<file path="config.mk">
export PLATFORM = sky130hd
export DESIGN_NAME = glbl_intr_ctrl
export DESIGN_NICKNAME = d
export VERILOG_FILES = /design/src/rtl/glbl_intr_pkg.sv /design/src/rtl/glbl_intr_src.sv /design/src/rtl/glbl_intr_ctrl.sv
export SDC_FILE = /design/constraint.sdc
export NUM_CORES = 1
export LEC_CHECK = 0
export CORE_ASPECT_RATIO = 2
export CORE_MARGIN = 2
export CORE_UTILIZATION = 65
export DETAILED_ROUTE_END_ITERATION = 16
export DONT_BUFFER_PORTS = 1
export PLACE_DENSITY_LB_ADDON = 0.3
export SLEW_MARGIN = 15
export SYNTH_ARGS = -nofsm -noshare
export SYNTH_HDL_FRONTEND = slang
export SYNTH_SLANG_ARGS = --single-unit
export TNS_END_PERCENT = 20
</file>
<file path="constraint.sdc">
create_clock -name mclk -period 2.89 [get_ports mclk]
set_input_delay 0.867 -clock mclk [delete_from_list [all_inputs] [get_ports mclk]]
set_output_delay 0.867 -clock mclk [all_outputs]
set_load 0.02 [all_outputs]
</file>
<file path="src/rtl/glbl_intr_pkg.sv">
// Shared register map and CTRL bit layout for the global interrupt controller.
package glbl_intr_pkg;

  localparam logic [3:0] GI_STATUS = 4'h0;
  localparam logic [3:0] GI_MASK   = 4'h1;
  localparam logic [3:0] GI_MODE   = 4'h2;
  localparam logic [3:0] GI_SET    = 4'h3;
  localparam logic [3:0] GI_PEND   = 4'h4;
  localparam logic [3:0] GI_ID     = 4'h5;
  localparam logic [3:0] GI_CTRL   = 4'h6;

  localparam int GI_CTRL_EN_BIT = 0;

  function automatic logic [31:0] be_to_mask(input logic [3:0] be);
    return {{8{be[3]}}, {8{be[2]}}, {8{be[1]}}, {8{be[0]}}};
  endfunction

endpackage

</file>
<file path="src/rtl/glbl_intr_src.sv">
// One interrupt source: optional 2-flop synchroniser (GLBL_INTR_SYNC_EN),
// level/rising-edge capture and the W1C status flop.
module glbl_intr_src (
  input  logic mclk,
  input  logic h_reset_n,
  input  logic i_intr,
  input  logic i_mode,
  input  logic i_clr,
  input  logic i_swset,
  output logic o_status
);

  logic w_in;
  logic w_set;
  logic r_prev;
  logic r_status;

`ifdef GLBL_INTR_SYNC_EN
  logic [1:0] r_sync;

  always_ff @(posedge mclk) begin
    if (!h_reset_n) r_sync <= '0;
    else            r_sync <= {r_sync[0], i_intr};
  end

  assign w_in = r_sync[1];
`else
  assign w_in = i_intr;
`endif

  // prev tracks the input in both modes so a MODE change never fakes an edge
  assign w_set = i_mode ? (w_in & ~r_prev) : w_in;

  always_ff @(posedge mclk) begin
    if (!h_reset_n) begin
      r_prev   <= 1'b0;
      r_status <= 1'b0;
    end else begin
      r_prev   <= w_in;
      r_status <= (r_status & ~i_clr) | w_set | i_swset;
    end
  end

  assign o_status = r_status;

endmodule

</file>
<file path="src/rtl/glbl_intr_ctrl.sv">
// Global interrupt controller: W1C status, mask, mode, software set, priority ID
// and aggregate IRQ. Define GLBL_INTR_SYNC_EN to synchronise asynchronous sources.
module glbl_intr_ctrl
  import glbl_intr_pkg::*;
#(
  parameter int          NUM_SRC  = 16,
  parameter logic [31:0] RST_MASK = 32'h0,
  parameter logic [31:0] RST_MODE = 32'h0
) (
  input  logic               mclk,
  input  logic               h_reset_n,
  input  logic               reg_cs,
  input  logic               reg_wr,
  input  logic [3:0]         reg_addr,
  input  logic [31:0]        reg_wdata,
  input  logic [3:0]         reg_be,
  output logic [31:0]        reg_rdata,
  output logic               reg_ack,
  input  logic [NUM_SRC-1:0] intr_in,
  output logic               irq_o,
  output logic [4:0]         irq_id,
  output logic               irq_id_vld
);

  logic               r_ack;
  logic [31:0]        r_rdata;
  logic [NUM_SRC-1:0] r_mask;
  logic [NUM_SRC-1:0] r_mode;
  logic               r_glbl_en;
  logic               r_irq;
  logic [4:0]         r_id;
  logic               r_id_vld;

  logic               w_wr;
  logic [31:0]        w_bemask;
  logic [31:0]        w_wdata_m;
  logic [NUM_SRC-1:0] w_status;
  logic [NUM_SRC-1:0] w_pend;
  logic [NUM_SRC-1:0] w_clr;
  logic [NUM_SRC-1:0] w_swset;
  logic [4:0]         w_id;
  logic [31:0]        w_rd_mux;
  logic               w_unused_hi;

  // a write lands only on the first cycle of an access, never on the ack cycle
  assign w_wr      = reg_cs & reg_wr & ~r_ack;
  assign w_bemask  = be_to_mask(reg_be);
  assign w_wdata_m = reg_wdata & w_bemask;
  assign w_clr     = (w_wr && reg_addr == GI_STATUS) ? w_wdata_m[NUM_SRC-1:0] : '0;
  assign w_swset   = (w_wr && reg_addr == GI_SET)    ? w_wdata_m[NUM_SRC-1:0] : '0;
  assign w_pend    = w_status & r_mask;
  assign w_unused_hi = ^{w_wdata_m, w_bemask};

  for (genvar g = 0; g < NUM_SRC; g++) begin : g_src
    glbl_intr_src u_src (
      .mclk      (mclk),
      .h_reset_n (h_reset_n),
      .i_intr    (intr_in[g]),
      .i_mode    (r_mode[g]),
      .i_clr     (w_clr[g]),
      .i_swset   (w_swset[g]),
      .o_status  (w_status[g])
    );
  end

  // lowest index wins: scan downwards so the last hit is the smallest
  always_comb begin
    w_id = '0;
    for (int i = NUM_SRC - 1; i >= 0; i--) begin
      if (w_pend[i]) w_id = 5'(i);
    end
  end

  always_comb begin
    w_rd_mux = '0;
    case (reg_addr)
      GI_STATUS: w_rd_mux = 32'(w_status);
      GI_MASK:   w_rd_mux = 32'(r_mask);
      GI_MODE:   w_rd_mux = 32'(r_mode);
      GI_PEND:   w_rd_mux = 32'(w_pend);
      GI_ID:     w_rd_mux = {r_id_vld, 26'b0, r_id};
      GI_CTRL:   w_rd_mux = {31'b0, r_glbl_en};
      default:   w_rd_mux = '0;
    endcase
  end

  always_ff @(posedge mclk) begin
    if (!h_reset_n) begin
      r_ack     <= 1'b0;
      r_rdata   <= '0;
      r_mask    <= RST_MASK[NUM_SRC-1:0];
      r_mode    <= RST_MODE[NUM_SRC-1:0];
      r_glbl_en <= 1'b0;
      r_irq     <= 1'b0;
      r_id      <= '0;
      r_id_vld  <= 1'b0;
    end else begin
      r_ack <= reg_cs & ~r_ack;
      if (reg_cs && !r_ack) r_rdata <= w_rd_mux;
      if (w_wr && reg_addr == GI_MASK)
        r_mask <= (r_mask & ~w_bemask[NUM_SRC-1:0]) | w_wdata_m[NUM_SRC-1:0];
      if (w_wr && reg_addr == GI_MODE)
        r_mode <= (r_mode & ~w_bemask[NUM_SRC-1:0]) | w_wdata_m[NUM_SRC-1:0];
      if (w_wr && reg_addr == GI_CTRL && reg_be[0])
        r_glbl_en <= reg_wdata[GI_CTRL_EN_BIT];
      r_irq    <= r_glbl_en & (|w_pend);
      r_id     <= w_id;
      r_id_vld <= |w_pend;
    end
  end

  assign reg_ack    = r_ack;
  assign reg_rdata  = r_rdata;
  assign irq_o      = r_irq;
  assign irq_id     = r_id;
  assign irq_id_vld = r_id_vld;

endmodule

</file>
# Word-level counts from Yosys, hierarchy flattened
# Index checks and enable logic that the tools add are counted.
[word_totals]
regBits = 105
inputBits = 60
out_inout_bits = 40
word_cells = 208
[op_classes]
eq_ne = 6
mux = 34
bitwise_logic = 109
reduce_logical = 15
[op_table]
columns = ["op", "n"]
rows = [
  ["$pmux 32 s6", 1],
  ["$and 16x16->16", 4],
  ["$and 1x1->1", 36],
  ["$not 1->1", 34],
  ["$mux 16", 2],
  ["$mux 4", 8],
  ["$or 1x1->1", 32],
  ["$or 16x16->16", 2],
  ["$reduce_or 16->1", 2],
  ["$mux 1", 17],
  ["$not 16->16", 1],
  ["$eq 4x3->1 const B", 3],
  ["$mux 3", 4],
  ["$reduce_or 9->1", 1],
  ["$eq 4x2->1 const B", 2],
  ["$logic_and 1x1->1", 7],
  ["$reduce_or 5->1", 1],
  ["$eq 4x1->1 const B", 1],
  ["$logic_not 4->1", 1],
  ["$mux 2", 2],
  ["$reduce_or 3->1", 1],
  ["$reduce_or 2->1", 1],
  ["$logic_not 1->1", 1],
]

# Depth between registers and ports, before layout
[logic_depth]
ltp_word = 16
ltp_mapped = 6
ltp_nobuf = 4

# Hierarchy
# Synthesis repeated with hierarchy kept, for this count alone.
[hier_totals]
hier_cells = 461
hier_area_um2 = 4290.4
[by_module_without_submodules]
columns = ["module", "instances", "cells_per_inst", "area_each_um2"]
rows = [
  ["glbl_intr_ctrl", 1, 365, 3169.3],
  ["glbl_intr_src", 16, 6, 70.1],
]

# Worst setup path before layout
# Ideal clock, no wire load.
[synth_path]
path_type = "input to register"
start = "input reg_addr[2]"
end = "register with a tool-made name"
arrival_time_ps = 1937
required_time_ps = 2774
path_slack_ps = 837
cell_stages = 6
n_path_buf = 2
cell_sequence = "buf_4 > nor4b_4 > and2_1 > buf_6 > mux2i_1 > nor2b_1"
[synth_lines]
columns = ["element", "line", "source"]
rows = [
  ["from (decl)", "glbl_intr_ctrl.sv:14", "input logic [3:0] reg_addr,"],
]

# Final worst setup path
[layout_path]
start = "input reg_cs"
end = "register g_src[6].u_src.r_status"
[layout_between]
elab_chain_cells = 8
[layout_lines]
columns = ["element", "line", "source"]
rows = [
  ["from (decl)", "glbl_intr_ctrl.sv:12", "input logic reg_cs,"],
  ["$and 1x1->1 (*) (2 in a row)", "glbl_intr_ctrl.sv:46", "assign w_wr = reg_cs & reg_wr & ~r_ack;"],
  ["$logic_and 1x1->1", "glbl_intr_ctrl.sv:49", "assign w_clr = (w_wr && reg_addr == GI_STATUS) ? w_wdata_m[NUM_SRC-1:0] : '0;"],
  ["$mux 16", "glbl_intr_ctrl.sv:49", ""],
  ["$not 1->1", "glbl_intr_src.sv:40", "r_status <= (r_status & ~i_clr) | w_set | i_swset;"],
  ["$and 1x1->1", "glbl_intr_src.sv:40", ""],
  ["$or 1x1->1", "glbl_intr_src.sv:40", ""],
  ["$or 1x1->1 (*)", "glbl_intr_src.sv:40", ""],
  ["to (signal assigned)", "glbl_intr_src.sv:40", ""],
  ["to (decl)", "glbl_intr_src.sv:16", "logic r_status;"],
]
# Mark *: on every way between the ends. The rest lies on a longest branch, timed or not.
# A chain may end at the register's enable or synchronous reset.

==> results.tsv <==
stage	metric	value	unit
worst_setup_path	rrSetupSlack	1130	ps
sta	final_max_slew_viol_count	0	
worst_setup_path	endpoint_kind	register	
cells_and_area	fillers	473	
power	peakVddDrop	0.453	mV
grt	grt_antenna_before_repair	0	
clock_tree	clk_latency	340	ps
die	dieWidth	60.0	um
synthesis	async_flop_share	0	
die	io_pins	100	
die	die_h	116	um
synthesis	synthSimpleGateAreaFrac	0.211	
power	cell_internal_pwr	1950	uW
die	initial_core_util	0.673	
worst_setup_path	worstSetupStartpoint	reg_cs	
flow_run	cap_violations	0	
worst_setup_path	path_class	in2reg	
place	place.gp.congestion	0.869	
clock_tree	cts_buffers	9	
sta	timing.final.hold_violations	0	
sta	clock-skew-final	4.08	ps
cells_and_area	multiInputGateArea	0.00210	mm^2
cells_and_area	final_common_cell	dfxtp_1	
drt	ant_nets	0	
worst_setup_path	crit-reg2reg-launch	reg_ack$_SDFF_PN0_	
worst_setup_path	endpoint	g_src[6].u_src.o_status$_SDFF_PN0_	
clock_tree	cts_hold_buf	0	
clock_tree	post_cts_resized	0	
synthesis	syn_avg_cell_area	9.22	um^2
worst_setup_path	slowest_stage	and3_1	
clock_tree	ctsLongestPathBuffers	2	
cells_and_area	layout_common_cells	dfxtp_1 (89), nand2_1 (72), nor2b_1 (31)	
grt	grt_start_max_net_pins	83	
worst_setup_path	worst-path-stages	4	
cells_and_area	nNetsFinal	493	
grt	gr-total-overflow	0	
clock_tree	cts_tree	done	
place	dpl_cell_area	0.00404	mm^2
synthesis	synthMuxAreaShare	0.0970	
worst_setup_path	worst_r2r_path_depth	4	
synthesis	ys_types	46	
sta	tns	0	ps
die	rows	40	
power	clockPowerShare	0.419	
grt	track_usage	0.282	
worst_setup_path	path_delay_family	simple AND/OR/NAND/NOR gates	
power	netSwitchingPower	537	uW
worst_setup_path	start_kind	primary input	
synthesis	synth-edff-count	0	
synthesis	ys_seq_area_frac	0.437	
power	power.share.switching	0.215	
sta	setup-violations-final	0	
cells_and_area	drive_above_1_share	0.0849	
synthesis	synthFlopType	dfxtp_1	
worst_setup_path	cp_cell_sequence	and4b_1 > and3_1 > a21oi_1 > a221o_1	
clock_tree	clk_pin_slew	60	ps
worst_setup_path	cp.required	3110	ps
synthesis	syn-cell-area	0.00408	mm^2
grt	grt_pass1_vias	3144	
sta	period_share	0.623	
place	hpwl	6550	um
run_status	outcome	finished clean	
cells_and_area	regArea	0.00178	mm^2
drt	via_count	3195	
drt	dr.pass1.iters	5	
cells_and_area	final_area	0.00430	mm^2
cells_and_area	diodes	0	
sta	period_needed	1800	ps
sta	worst_hold_slack	448	ps
synthesis	yosys_warnings	0	
synthesis	synthCells	442	
place	placed_cells	506	
sta	tightest_slew	711	ps
synthesis	synth-xor-area-share	0.00215	
worst_setup_path	cp_max_fo	8	
place	io_buffers	0	
drt	viasPerCell	6.14	
drt	routed_wl	9130	um
clock_tree	htreeDepth	3	
grt	grt_pass1_wl	14600	um
power	combPwrFrac	0.058	
power	power_leakage	0.00167	uW
clock_tree	cts-root-buf	clkbuf_16	
sta	rsz0062_at_grt	false	
worst_setup_path	critical_path_buf_inv_count	0	
sta	fmax	555	MHz
drt	first_iter_violations	158	
clock_tree	clock-sinks	89	
drt	route.detailed.drc	0	
synthesis	synth_compound_area_frac	0.192	
synthesis	synthAdderAreaFrac	0	
cells_and_area	fin_cells	520	
die	core	0.00606	mm^2
cells_and_area	area_growth	5.53	%
drt	wl_per_cell	17.6	um
worst_setup_path	slowest_delay	440	ps
worst_setup_path	critPathArrivalTime	2020	ps
worst_setup_path	worst_r2r_endpoint	g_src[6].u_src.o_status$_SDFF_PN0_	
clock_tree	post_cts.repair.setup_buffers	0	
power	seq_power_share	0.523	
min_path	worst_hold_path_type	reg2reg	
power	power_density	579	mW/mm^2
sta	relSlewSlack	0.524	
synthesis	ys_ff_latch	89	
synthesis	synth_top_family_by_area	simple AND/OR/NAND/NOR gates	
die	die_area	0.00696	mm^2
-- stage by stage --
step	setup slack, ps	utilization	total power (uW)
after floorplan	837	-	1480
after global placement	799	0.667	1470
after detailed placement	757	0.667	1470
after CTS	1110	0.710	2510
after global routing	979	0.710	2570
final	1090	0.710	2490
-- cells in the mapped netlist (3+ instances only) --
library cell,count,share of area
nor2_1,11,0.010
dfxtp_1,89,0.44
nand2_1,72,0.066
buf_4,18,0.033
nand3_1,12,0.015
a2bb2oi_1,3,0.0064
o221ai_1,3,0.0064
a31oi_1,4,0.0061
o21ai_0,24,0.029
clkbuf_1,12,0.011
nor2b_1,31,0.048
a221o_1,16,0.039
mux2_2,12,0.033
a21oi_1,29,0.036
a22oi_1,5,0.0092
buf_2,7,0.0086
a22o_1,3,0.0064
mux2i_1,26,0.064
a32o_1,12,0.029
and2_1,19,0.029
-- cells by family after synthesis --
family	count (synthesis)
mux	38
other cells	1
buf+inv	41
simple gates	162
xor+xnor	1
flops	89
compound gates	110
-- final cells by class --
class                   count  share of cell area
flip-flops and latches     89               0.414
repair buffers              6              0.0105
clock buffers              14              0.0614
well taps                  84              0.0244
multi-input cells         327               0.489
-- worst min-delay path by stage --
stage / start / endpoint / slack (ps) / cells past startpoint
2_1_floorplan: r_glbl_en$_SDFFE_PN0P_ / irq_o$_SDFF_PN0_ / 420 / 2
3_3_place_gp: r_glbl_en$_SDFFE_PN0P_ / irq_o$_SDFF_PN0_ / 430 / 2
3_5_place_dp: r_glbl_en$_SDFFE_PN0P_ / irq_o$_SDFF_PN0_ / 440 / 2
4_1_cts: r_glbl_en$_SDFFE_PN0P_ / irq_o$_SDFF_PN0_ / 440 / 2
5_1_grt: r_glbl_en$_SDFFE_PN0P_ / irq_o$_SDFF_PN0_ / 480 / 2
6_report: r_glbl_en$_SDFFE_PN0P_ / irq_o$_SDFF_PN0_ / 450 / 2
-- tightest hold or removal path, cell delays in order (launching register included) --
cell	delay, ps
dfxtp_1	320
nand2_1	50
nor2_1	30
-- power by group through the flow --
| stage | sequential [uW] | clock, uW | combinational, uW |
|---|---|---|---|
| 6_report | 1300 | 1040 | 144 |
| 5_1_grt | 1310 | 1110 | 158 |
| 4_1_cts | 1300 | 1060 | 144 |
| 3_5_place_dp | 1330 | 0 | 142 |
| 3_3_place_gp | 1330 | 0 | 137 |
| 2_1_floorplan | 1320 | 0 | 163 |
-- per-layer routing --
layer  vias up  track usage  part of all wire
li1       1548            -                 -
met1      1504        0.292              0.36
met2       118        0.490              0.54
met3        25       0.0770             0.062
met4         0        0.159             0.037
met5         -            0                 0
(Power assumes the default switching activity.)
